==> src/rtl/fgmt_ibuf.sv <==
// fgmt_ibuf: multi-thread, multi-line L1 instruction buffer.
//
// Each hardware thread owns LINES fully-associative lines. A fetch looks up the
// selected thread and returns the instruction one cycle later. Misses, next-line
// prefetches and branch targets become per-thread pending requests. A round-robin
// arbiter issues them one at a time to L2, and L2 responses are installed.
//
// Ports:
//   clock, reset                      rising-edge clock, synchronous active-high reset
//   fetch_valid/fetch_tid/fetch_pc    lookup request for one thread
//   instr_valid/instr/instr_tid       registered lookup result (BUBBLE on miss/idle)
//   br_valid/br_tid/br_target         branch redirect, fetches the target line if absent
//   l2_req_valid/ready/addr/tid/spec  line request channel to L2
//   l2_rsp_valid/tid/addr/line        line response from L2
//
// Handshake: a request transfers on a rising edge where l2_req_valid and
// l2_req_ready are both high. Once l2_req_valid is raised, addr/tid/spec stay
// unchanged until that transfer. A new request is presented no earlier than
// the cycle after the transfer.
module fgmt_ibuf #(
  parameter int          NTHREADS = 4,
  parameter int          LINES    = 2,
  parameter int          WORDS    = 4,
  parameter logic [31:0] BUBBLE   = 32'h00000013,
  localparam int         TW       = $clog2(NTHREADS)
) (
  input  logic                  clock,
  input  logic                  reset,
  input  logic                  fetch_valid,
  input  logic [TW-1:0]         fetch_tid,
  input  logic [31:0]           fetch_pc,
  output logic                  instr_valid,
  output logic [31:0]           instr,
  output logic [TW-1:0]         instr_tid,
  input  logic                  br_valid,
  input  logic [TW-1:0]         br_tid,
  input  logic [31:0]           br_target,
  output logic                  l2_req_valid,
  input  logic                  l2_req_ready,
  output logic [31:0]           l2_req_addr,
  output logic [TW-1:0]         l2_req_tid,
  output logic                  l2_req_spec,
  input  logic                  l2_rsp_valid,
  input  logic [TW-1:0]         l2_rsp_tid,
  input  logic [31:0]           l2_rsp_addr,
  input  logic [32*WORDS-1:0]   l2_rsp_line
);
  localparam int OFF = $clog2(WORDS * 4);
  localparam int AW  = 32 - OFF;
  localparam int WIW = OFF - 2;
  localparam int LW  = (LINES > 1) ? $clog2(LINES) : 1;

  // Slot state per thread; the encoding is {outstanding, pending}.
  typedef enum logic [1:0] {
    S_IDLE     = 2'b00,
    S_PEND     = 2'b01,
    S_OUT      = 2'b10,
    S_OUT_PEND = 2'b11
  } slot_e;

  logic [NTHREADS-1:0][LINES-1:0] vld;
  logic [AW-1:0]       tags      [NTHREADS][LINES];
  logic [32*WORDS-1:0] data      [NTHREADS][LINES];
  logic [LW-1:0]       rptr      [NTHREADS];
  slot_e               slot_q    [NTHREADS];
  logic [AW-1:0]       pend_addr [NTHREADS];
  logic [AW-1:0]       outs_addr [NTHREADS];
  logic [NTHREADS-1:0] pend_spec;
  logic [TW-1:0]       arb_ptr;

  logic [NTHREADS-1:0] pend, outs, pend_n, outs_n, new_req, new_spec, hs;
  logic [AW-1:0]       new_addr [NTHREADS];

  wire [AW-1:0]  f_tag  = fetch_pc[31:OFF];
  wire [WIW-1:0] f_widx = fetch_pc[OFF-1:2];
  wire [AW-1:0]  p_tag  = f_tag + AW'(1);
  wire [AW-1:0]  b_tag  = br_target[31:OFF];
  wire [AW-1:0]  r_tag  = l2_rsp_addr[31:OFF];
  wire [AW-1:0]  q_tag  = l2_req_addr[31:OFF];
  wire unused_addr_bits = ^{fetch_pc[1:0], br_target[OFF-1:0], l2_rsp_addr[OFF-1:0]};

  logic [LINES-1:0] f_hit_vec, p_hit_vec, b_hit_vec, r_hit_vec;
  logic [31:0]      f_word;
  logic [LW-1:0]    r_idx;
  logic             f_hit, r_hit, fill_ok, dem, pf, brq;
  logic             sel_found;
  logic [TW-1:0]    sel_tid, cand;

  always_comb begin
    for (int t = 0; t < NTHREADS; t++) begin
      pend[t] = (slot_q[t] == S_PEND) || (slot_q[t] == S_OUT_PEND);
      outs[t] = (slot_q[t] == S_OUT)  || (slot_q[t] == S_OUT_PEND);
    end
  end

  // Tag compares: fetch line, its successor, branch target and response line.
  always_comb begin
    f_hit_vec = '0;
    p_hit_vec = '0;
    b_hit_vec = '0;
    r_hit_vec = '0;
    f_word    = BUBBLE;
    r_idx     = rptr[l2_rsp_tid];
    for (int l = 0; l < LINES; l++) begin
      f_hit_vec[l] = vld[fetch_tid][l]  && (tags[fetch_tid][l]  == f_tag);
      p_hit_vec[l] = vld[fetch_tid][l]  && (tags[fetch_tid][l]  == p_tag);
      b_hit_vec[l] = vld[br_tid][l]     && (tags[br_tid][l]     == b_tag);
      r_hit_vec[l] = vld[l2_rsp_tid][l] && (tags[l2_rsp_tid][l] == r_tag);
      if (f_hit_vec[l]) f_word = data[fetch_tid][l][32*int'(f_widx) +: 32];
      if (r_hit_vec[l]) r_idx = LW'(l);
    end
    f_hit   = |f_hit_vec;
    r_hit   = |r_hit_vec;
    fill_ok = l2_rsp_valid && outs[l2_rsp_tid] && (outs_addr[l2_rsp_tid] == r_tag);
  end

  // New pending requests and next slot state per thread.
  always_comb begin
    dem = fetch_valid && !f_hit
          && !(outs[fetch_tid] && (outs_addr[fetch_tid] == f_tag))
          && !(pend[fetch_tid] && (pend_addr[fetch_tid] == f_tag))
          && (!pend[fetch_tid] || pend_spec[fetch_tid]);
    pf  = fetch_valid && f_hit && (f_widx == WIW'(WORDS - 1)) && !(|p_hit_vec)
          && !pend[fetch_tid]
          && !(outs[fetch_tid] && (outs_addr[fetch_tid] == p_tag));
    brq = br_valid && !(|b_hit_vec);
    for (int t = 0; t < NTHREADS; t++) begin
      new_req[t]  = 1'b0;
      new_spec[t] = 1'b0;
      new_addr[t] = f_tag;
      hs[t]       = l2_req_valid && l2_req_ready && (l2_req_tid == TW'(t));
      if (brq && (br_tid == TW'(t))) begin
        new_req[t]  = 1'b1;
        new_addr[t] = b_tag;
      end else if (dem && (fetch_tid == TW'(t))) begin
        new_req[t]  = 1'b1;
      end else if (pf && (fetch_tid == TW'(t))) begin
        new_req[t]  = 1'b1;
        new_addr[t] = p_tag;
        new_spec[t] = 1'b1;
      end
      outs_n[t] = (outs[t] && !(fill_ok && (l2_rsp_tid == TW'(t)))) || hs[t];
      // A pending entry rewritten while it was being presented survives the
      // transfer; only the entry that was actually sent is retired.
      if (new_req[t])                              pend_n[t] = 1'b1;
      else if (hs[t] && (pend_addr[t] == q_tag))   pend_n[t] = 1'b0;
      else                                         pend_n[t] = pend[t];
    end
  end

  // Round-robin pick, starting with the thread after the last grant.
  always_comb begin
    sel_found = 1'b0;
    sel_tid   = arb_ptr;
    cand      = '0;
    for (int i = 1; i <= NTHREADS; i++) begin
      cand = arb_ptr + TW'(i);
      if (!sel_found && pend[cand] && !outs[cand]) begin
        sel_found = 1'b1;
        sel_tid   = cand;
      end
    end
  end

  always_ff @(posedge clock) begin
    if (reset) begin
      vld          <= '0;
      pend_spec    <= '0;
      arb_ptr      <= '0;
      l2_req_valid <= 1'b0;
      l2_req_addr  <= '0;
      l2_req_tid   <= '0;
      l2_req_spec  <= 1'b0;
      instr_valid  <= 1'b0;
      instr        <= BUBBLE;
      instr_tid    <= '0;
      for (int t = 0; t < NTHREADS; t++) begin
        slot_q[t]    <= S_IDLE;
        rptr[t]      <= '0;
        pend_addr[t] <= '0;
        outs_addr[t] <= '0;
      end
    end else begin
      instr_valid <= fetch_valid && f_hit;
      instr       <= (fetch_valid && f_hit) ? f_word : BUBBLE;
      instr_tid   <= fetch_tid;

      if (l2_req_valid) begin
        if (l2_req_ready) l2_req_valid <= 1'b0;
      end else if (sel_found) begin
        l2_req_valid <= 1'b1;
        l2_req_addr  <= {pend_addr[sel_tid], {OFF{1'b0}}};
        l2_req_tid   <= sel_tid;
        l2_req_spec  <= pend_spec[sel_tid];
        arb_ptr      <= sel_tid;
      end

      for (int t = 0; t < NTHREADS; t++) begin
        slot_q[t] <= slot_e'({outs_n[t], pend_n[t]});
        if (hs[t]) outs_addr[t] <= q_tag;
        if (new_req[t]) begin
          pend_addr[t] <= new_addr[t];
          pend_spec[t] <= new_spec[t];
        end
      end

      // A refill of a resident line overwrites it in place and keeps the
      // replacement pointer where it is.
      if (fill_ok) begin
        vld[l2_rsp_tid][r_idx]  <= 1'b1;
        tags[l2_rsp_tid][r_idx] <= r_tag;
        data[l2_rsp_tid][r_idx] <= l2_rsp_line;
        if (!r_hit)
          rptr[l2_rsp_tid] <= (rptr[l2_rsp_tid] == LW'(LINES - 1)) ? '0
                              : rptr[l2_rsp_tid] + LW'(1);
      end
    end
  end
endmodule

==> config.mk <==
export PLATFORM = sky130hd
export DESIGN_NAME = fgmt_ibuf
export DESIGN_NICKNAME = d
export VERILOG_FILES = /design/src/rtl/fgmt_ibuf.sv
export SDC_FILE = /design/constraint.sdc
export NUM_CORES = 2
export LEC_CHECK = 0
export ABC_CLOCK_PERIOD_IN_PS = 11700
export CAP_MARGIN = 20
export CORE_UTILIZATION = 61
export DETAILED_ROUTE_END_ITERATION = 8
export PLACE_DENSITY = 0.8
export SLEW_MARGIN = 20
export SYNTH_ARGS = -nofsm -noshare
export SYNTH_HDL_FRONTEND = slang
export SYNTH_SLANG_ARGS = --single-unit
==> constraint.sdc <==
create_clock -name clock -period 11.7 [get_ports clock]
set_input_delay 1.17 -clock clock [delete_from_list [all_inputs] [get_ports clock]]
set_output_delay 1.17 -clock clock [all_outputs]
set_load 0.01 [all_outputs]
* Word-level counts from Yosys, hierarchy flattened
Memories as Yosys holds them, arrays and structs flattened. A register that Yosys moved wholly into a read port is not among the register bits.
Cells that the tools add are included.
** Cells by class
- Shifts and indexed selects :: 2
- Order comparisons :: 13
- Reductions and logical operators :: 104
- $add $sub $neg :: 5
- Bitwise logic cells :: 16
- Equal/unequal tests :: 41
- Multiplexer cells :: 146
** Operators by type and width (number)
- 28-bit 2-to-1 mux :: 21
- 28-bit equality test :: 16
- 256-bit 2-to-1 mux :: 1
- 128-bit by 8-bit variable part select with 32-bit output :: 2
- 128-bit demux with 1-bit select :: 1
- 128-bit 2-to-1 mux :: 1
- 1-bit 2-to-1 mux :: 87
- 32-bit 2-to-1 mux :: 2
- 1-bit logical AND :: 62
- 56-bit 2-to-1 mux :: 1
- 2-bit equality test, second input constant :: 17
- 28-bit by 1-bit adder with 28-bit output, second input constant :: 1
- 28-bit demux with 1-bit select :: 1
- 1-bit binary-select mux with 2-bit select :: 13
- 2-bit 2-to-1 mux :: 13
- 2-bit by 3-bit < comparator with 1-bit output, second input constant :: 8
- 1-bit logical NOT :: 18
- 2-bit by 1-bit equality test with 1-bit output, second input constant :: 8
- 1-bit logical OR :: 13
- 2-bit binary-select mux with 2-bit select :: 3
- 1-bit bitwise OR :: 12
- 2-bit OR reduction :: 5
- 2-bit logical NOT :: 4
- 8-bit bitwise OR :: 1
- 14 further kinds :: 16
** Storage, ports and cells
- Bits in writable memories :: 1484
- Bits in registers :: 51
- Memories :: 6
- Word-level logic and storage cells :: 347
** Memory list
- data :: words 4, bits a word 256, read ports 1, clocked after Yosys merged registers in 0, write ports 1, line 63 : logic [32*WORDS-1:0] data [NTHREADS][LINES];
- tags :: words 4, bits a word 56, read ports 3, clocked after Yosys merged registers in 0, write ports 1, line 62 : logic [AW-1:0] tags [NTHREADS][LINES];
- outs_addr :: words 4, bits a word 28, read ports 2, clocked after Yosys merged registers in 0, write ports 4, line 67 : logic [AW-1:0] outs_addr [NTHREADS];
- pend_addr :: words 4, bits a word 28, read ports 6, clocked after Yosys merged registers in 1, write ports 4, line 66 : logic [AW-1:0] pend_addr [NTHREADS];
- slot_q :: words 4, bits a word 2, read ports 4, clocked after Yosys merged registers in 0, write ports 4, line 65 : slot_e slot_q [NTHREADS];
- rptr :: words 4, bits a word 1, read ports 1, clocked after Yosys merged registers in 0, write ports 4, line 64 : logic [LW-1:0] rptr [NTHREADS];

* Longest topological paths before layout
An unclocked memory read counts as a cell.
- Depth in word-level cells :: 22
- Depth in mapped cells :: 19
- Mapped depth without buffers :: 11

* Worst setup path before layout
No wires, ideal clock.
- Kind :: input to register
- Start :: input l2_rsp_tid[0]
- End :: memory data[1][128] in the netlist's numbering, enable pin
- Required time :: 11.026 ns
- Setup time :: 0.674 ns
- Setup slack :: 0.861 ns
- Arrival :: 10.165 ns
- Path buffers :: 2
- Cell stages on the path :: 10
- Path through :: clkbuf_1 > buf_1 > mux4_2 > xnor2_1 > nand4_1 > nor4_1 > nand4_1 > nor2_1 > nand2_1 > nor2_1
** Between the ends
- Cells in the longest elaborated chain, start to end :: 11
** Ends and longest elaborated chain
- start: declaration :: line 44 : input logic [TW-1:0] l2_rsp_tid,
- memory 4 x 56 bit or 2-bit binary-select mux with 2-bit select (tied branches)
- 28-bit equality test or 2-bit 2-to-1 mux (tied branches) :: line 108 : r_hit_vec[l] = vld[l2_rsp_tid][l] && (tags[l2_rsp_tid][l] == r_tag);
- 1-bit logical AND :: line 108
- 1-bit 2-to-1 mux (2 in series) :: line 110 : if (r_hit_vec[l]) r_idx = LW'(l);
- 1-bit inverter with 2-bit output (implied by the code) :: line 212 : data[l2_rsp_tid][r_idx] <= l2_rsp_line;
- 2-bit >= comparator (implied by the code) or 2-bit by 1-bit < comparator with 1-bit output (tied branches) :: line 212
- 1-bit logical AND (implied by the code) :: line 212
- 128-bit 2-to-1 mux (implied by the code) :: line 212
- 128-bit demux with 1-bit select :: line 212
- 256-bit 2-to-1 mux (implied by the code) :: line 212
- end: declaration :: line 63
Several ways; a longest one is shown, not always the timed one. The select of a mux whose other input is x is not followed.

==> results.md <==
* Status: completed
* GRT Total Usage at 0.3716
* CTS tree: yes
* Hold_buf cts at 0
* LEAKAGE at 26.41 nW
* Maximum VDD drop at 0.0001398 V
* RSZ-0062 raised after global routing: no
* Pwr dens at 155.5 nW/um^2
* Endpoints failing setup at 0
* Fin. Hold Viols at 0
* Critical Path Fanout Max at 68
* Met2 Routed Length at 104500 um
* Worst EP required at 12.09 ns
* DRC violations left at 0
* WS Path Type: in -> reg
* Clock Skews at 0.04169 ns
* Layout area overhead at 13.22%
* Gate count of the mapped netlist at 4190
* Final period util at 0.6110
* Worst hold stages at 2
* Layout cells sized above 1 at 0.2309
* Hpwl dp at 133300 um
* Post_cts resized at 0
* GRT overflow at 0
* IO Port Bufs at 292
* Max-cap violations at 0
* Sequential area share after synthesis at 0.6325
* Detailed route wirelength on metal3 at 27240 um
* Routed Antenna Nets at 0
* Final WL at 222300 um
* Die area at 120800 um^2
* Synth Area per Inst at 17.38 um^2
* Setup crit start kind: input port
* Core ar. at 118200 um^2
* Gpl congestion at 1.010
* Ports at 307
* Post-synth top flop: edfxtp_1
* Total CTS buffers at 157
* Reg2reg path depth at 11
* Via count at 43780
* Clock Path Buffers at 3
* Worst Tran Pin Value at 1.255 ns
* Clk sink count at 1563
* Initial antenna violation count at 35
* Most frequent cells in the layout: 1476 x edfxtp_1, 608 x mux4_2, 319 x xnor2_1, 283 x clkdlybuf4s50_1, 220 x xor2_1
* Fin util at 0.6974
* Standard-cell rows at 126
* Post-synth EDFFs at 1476
* Reg2reg setup slack at 5.50 ns
* H-tree levels at 4
* Root Driver: clkbuf_16
* Async S/R FF share, synth at 0
* 1st-iter DRT viols at 6209
* Drt via density at 7.206
* First-pass GRT wire length at 316400 um
* Layout fillers at 7224
* Arrival @ worst endpoint at 7.54 ns
* Post-CTS setup buffers at 0
* Die X at 347.5 um
* Initial Utilization at 0.6160
* Worst setup EP type: flip-flop
* Vias in the first global route at 43190
* Setup tns final at 0 ns
* Clock slew at reported path FFs at 0.06 ns
* Synth unique cells at 69
* Routed length on met1 at 78410 um
* Relative slew slack at 0.1588
* Post-layout min period at 7.149 ns
* DRT Pass-1 Iters at 6
* Wire per inst at 36.58 um
* Worst Hold Class: reg -> reg
* FMAX at 139.9 MHz
* Top Metal Used: met5
* Cell Area, Synth at 72830 um^2
* Synthesized flop and latch total at 1563
* Hold Slack at 0.4667 ns
* Clock latency on the worst-skew pair at 0.78 ns
* Most common cell after layout, fill and taps aside: edfxtp_1
* Final Max Tran Viols at 0
* Syn. warnings at 0
* Nets at 4633
* Chip Height at 347.5 um
* Pin count of the biggest net entering global routing at 130
-- power breakdown --
| group | total (W) | switching, W | internal [W] |
|---|---|---|---|
| combinational | 0.00136 | 0.000774 | 0.000585 |
| clock | 0.00512 | 0.00221 | 0.00290 |
| sequential | 0.00635 | 0.000158 | 0.00619 |
-- worst max-delay path: stages --
cell,delay [ns]
buf_8,0.43
buf_4,0.72
mux4_2,0.64
xnor2_1,0.32
nand4_1,0.22
or4_1,0.63
or4_2,0.56
buf_4,0.34
a211oi_2,0.38
o2111a_4,0.76
nand2_1,0.18
and3_1,0.26
nand2_2,0.74
-- path summary, 6_finish.rpt --
kind,end,from
max,pend_addr[3][24],fetch_tid[0]
min,l2_req_spec,l2_req_spec
max reg2reg,pend_addr[3][24],tags[2][48]
min reg2reg,l2_req_spec,l2_req_spec
-- sequential cells by signal, summed over array words and instances (netlist names) --
| name | cells |
|---|---|
| data | 1024 |
| tags | 224 |
| outs_addr | 112 |
| pend_addr | 112 |
| instr | 32 |
| l2_req_addr | 28 |
| slot_q | 8 |
| vld | 8 |
| pend_spec | 4 |
| rptr | 4 |
| instr_tid | 2 |
| l2_req_tid | 2 |
| instr_valid | 1 |
| l2_req_spec | 1 |
| l2_req_valid | 1 |
-- cells in the mapped netlist, types with 4 or more instances --
| cell | n | area, um^2 |
|---|---|---|
| o21ai_0 | 19 | 95.09 |
| nor4_1 | 57 | 356.6 |
| nor2_1 | 164 | 615.6 |
| nand3b_1 | 29 | 217.7 |
| nand2b_1 | 5 | 31.28 |
| xor2_1 | 220 | 1927 |
| nor3_1 | 25 | 125.1 |
| mux4_2 | 608 | 13690 |
| inv_1 | 11 | 41.29 |
| nor2b_1 | 6 | 37.54 |
| nand3_1 | 155 | 775.7 |
| a21oi_1 | 74 | 370.4 |
| or2_2 | 6 | 37.54 |
| and3_1 | 124 | 775.7 |
| buf_4 | 14 | 105.1 |
| inv_2 | 6 | 22.52 |
| nor4_4 | 4 | 85.08 |
| xnor2_1 | 320 | 2803 |
| dfxtp_1 | 87 | 1742 |
| xnor3_1 | 12 | 270.3 |
| or4_1 | 6 | 45.04 |
| or3_1 | 4 | 25.02 |
| a211oi_1 | 75 | 563.0 |
| clkbuf_1 | 220 | 825.8 |
| and2_1 | 4 | 25.02 |
| a21boi_0 | 6 | 45.04 |
| nand2_1 | 123 | 461.7 |
| buf_1 | 64 | 240.2 |
| a311oi_1 | 5 | 43.79 |
| buf_6 | 9 | 101.4 |
| mux2i_1 | 19 | 190.2 |
| buf_2 | 46 | 230.2 |
| edfxtp_1 | 1476 | 44320 |
| a211oi_2 | 37 | 462.9 |
| a31oi_1 | 8 | 50.05 |
| and4_1 | 10 | 87.58 |
| ha_1 | 5 | 62.56 |
| nor3b_1 | 4 | 30.03 |
| nand4_1 | 80 | 500.5 |
-- final cells by class --
class,instances,area (um^2),area share
antenna,15,37.54,0.0004552
clock buffer,210,4300,0.05215
timing repair buffer,394,3784,0.04588
tap,1536,1922,0.02331
inverter,18,67.56,0.0008193
multi-input combinational,2258,25370,0.3077
sequential,1563,46060,0.5586
clock inverter,82,915.9,0.01111
-- metrics by stage --
step           total power [W]  setup slack, ns  instances  instance area [um^2]
5_1_grt                0.01311            4.393       6072                 82450
3_3_place_gp          0.007765            3.828       5769                 77200
6_report               0.01283            4.551       6076                 82460
2_1_floorplan         0.007213           0.8608       4193                 72840
4_1_cts                0.01282            4.598       6061                 82420
3_5_place_dp          0.007779            3.800       5769                 77200
-- per-layer routing --
metal	vias up	GRT usage
met4	36	0.1825
met3	561	0.09260
met2	3293	0.5742
met5	-	0
met1	22570	0.4991
li1	17320	-
-- kinds of logic after synthesis --
logic type,share of synthesized area
DFF,0.6325
and+or+nand+nor,0.05925
muxes,0.1911
xor gates and xnor gates,0.06897
buffers and inverters,0.02177
AOI/OAI and AO/OA,0.02555
adders and majority gates,0.0008590
other,0.00005149
No activity file was read; power rests on OpenSTA's default activity.
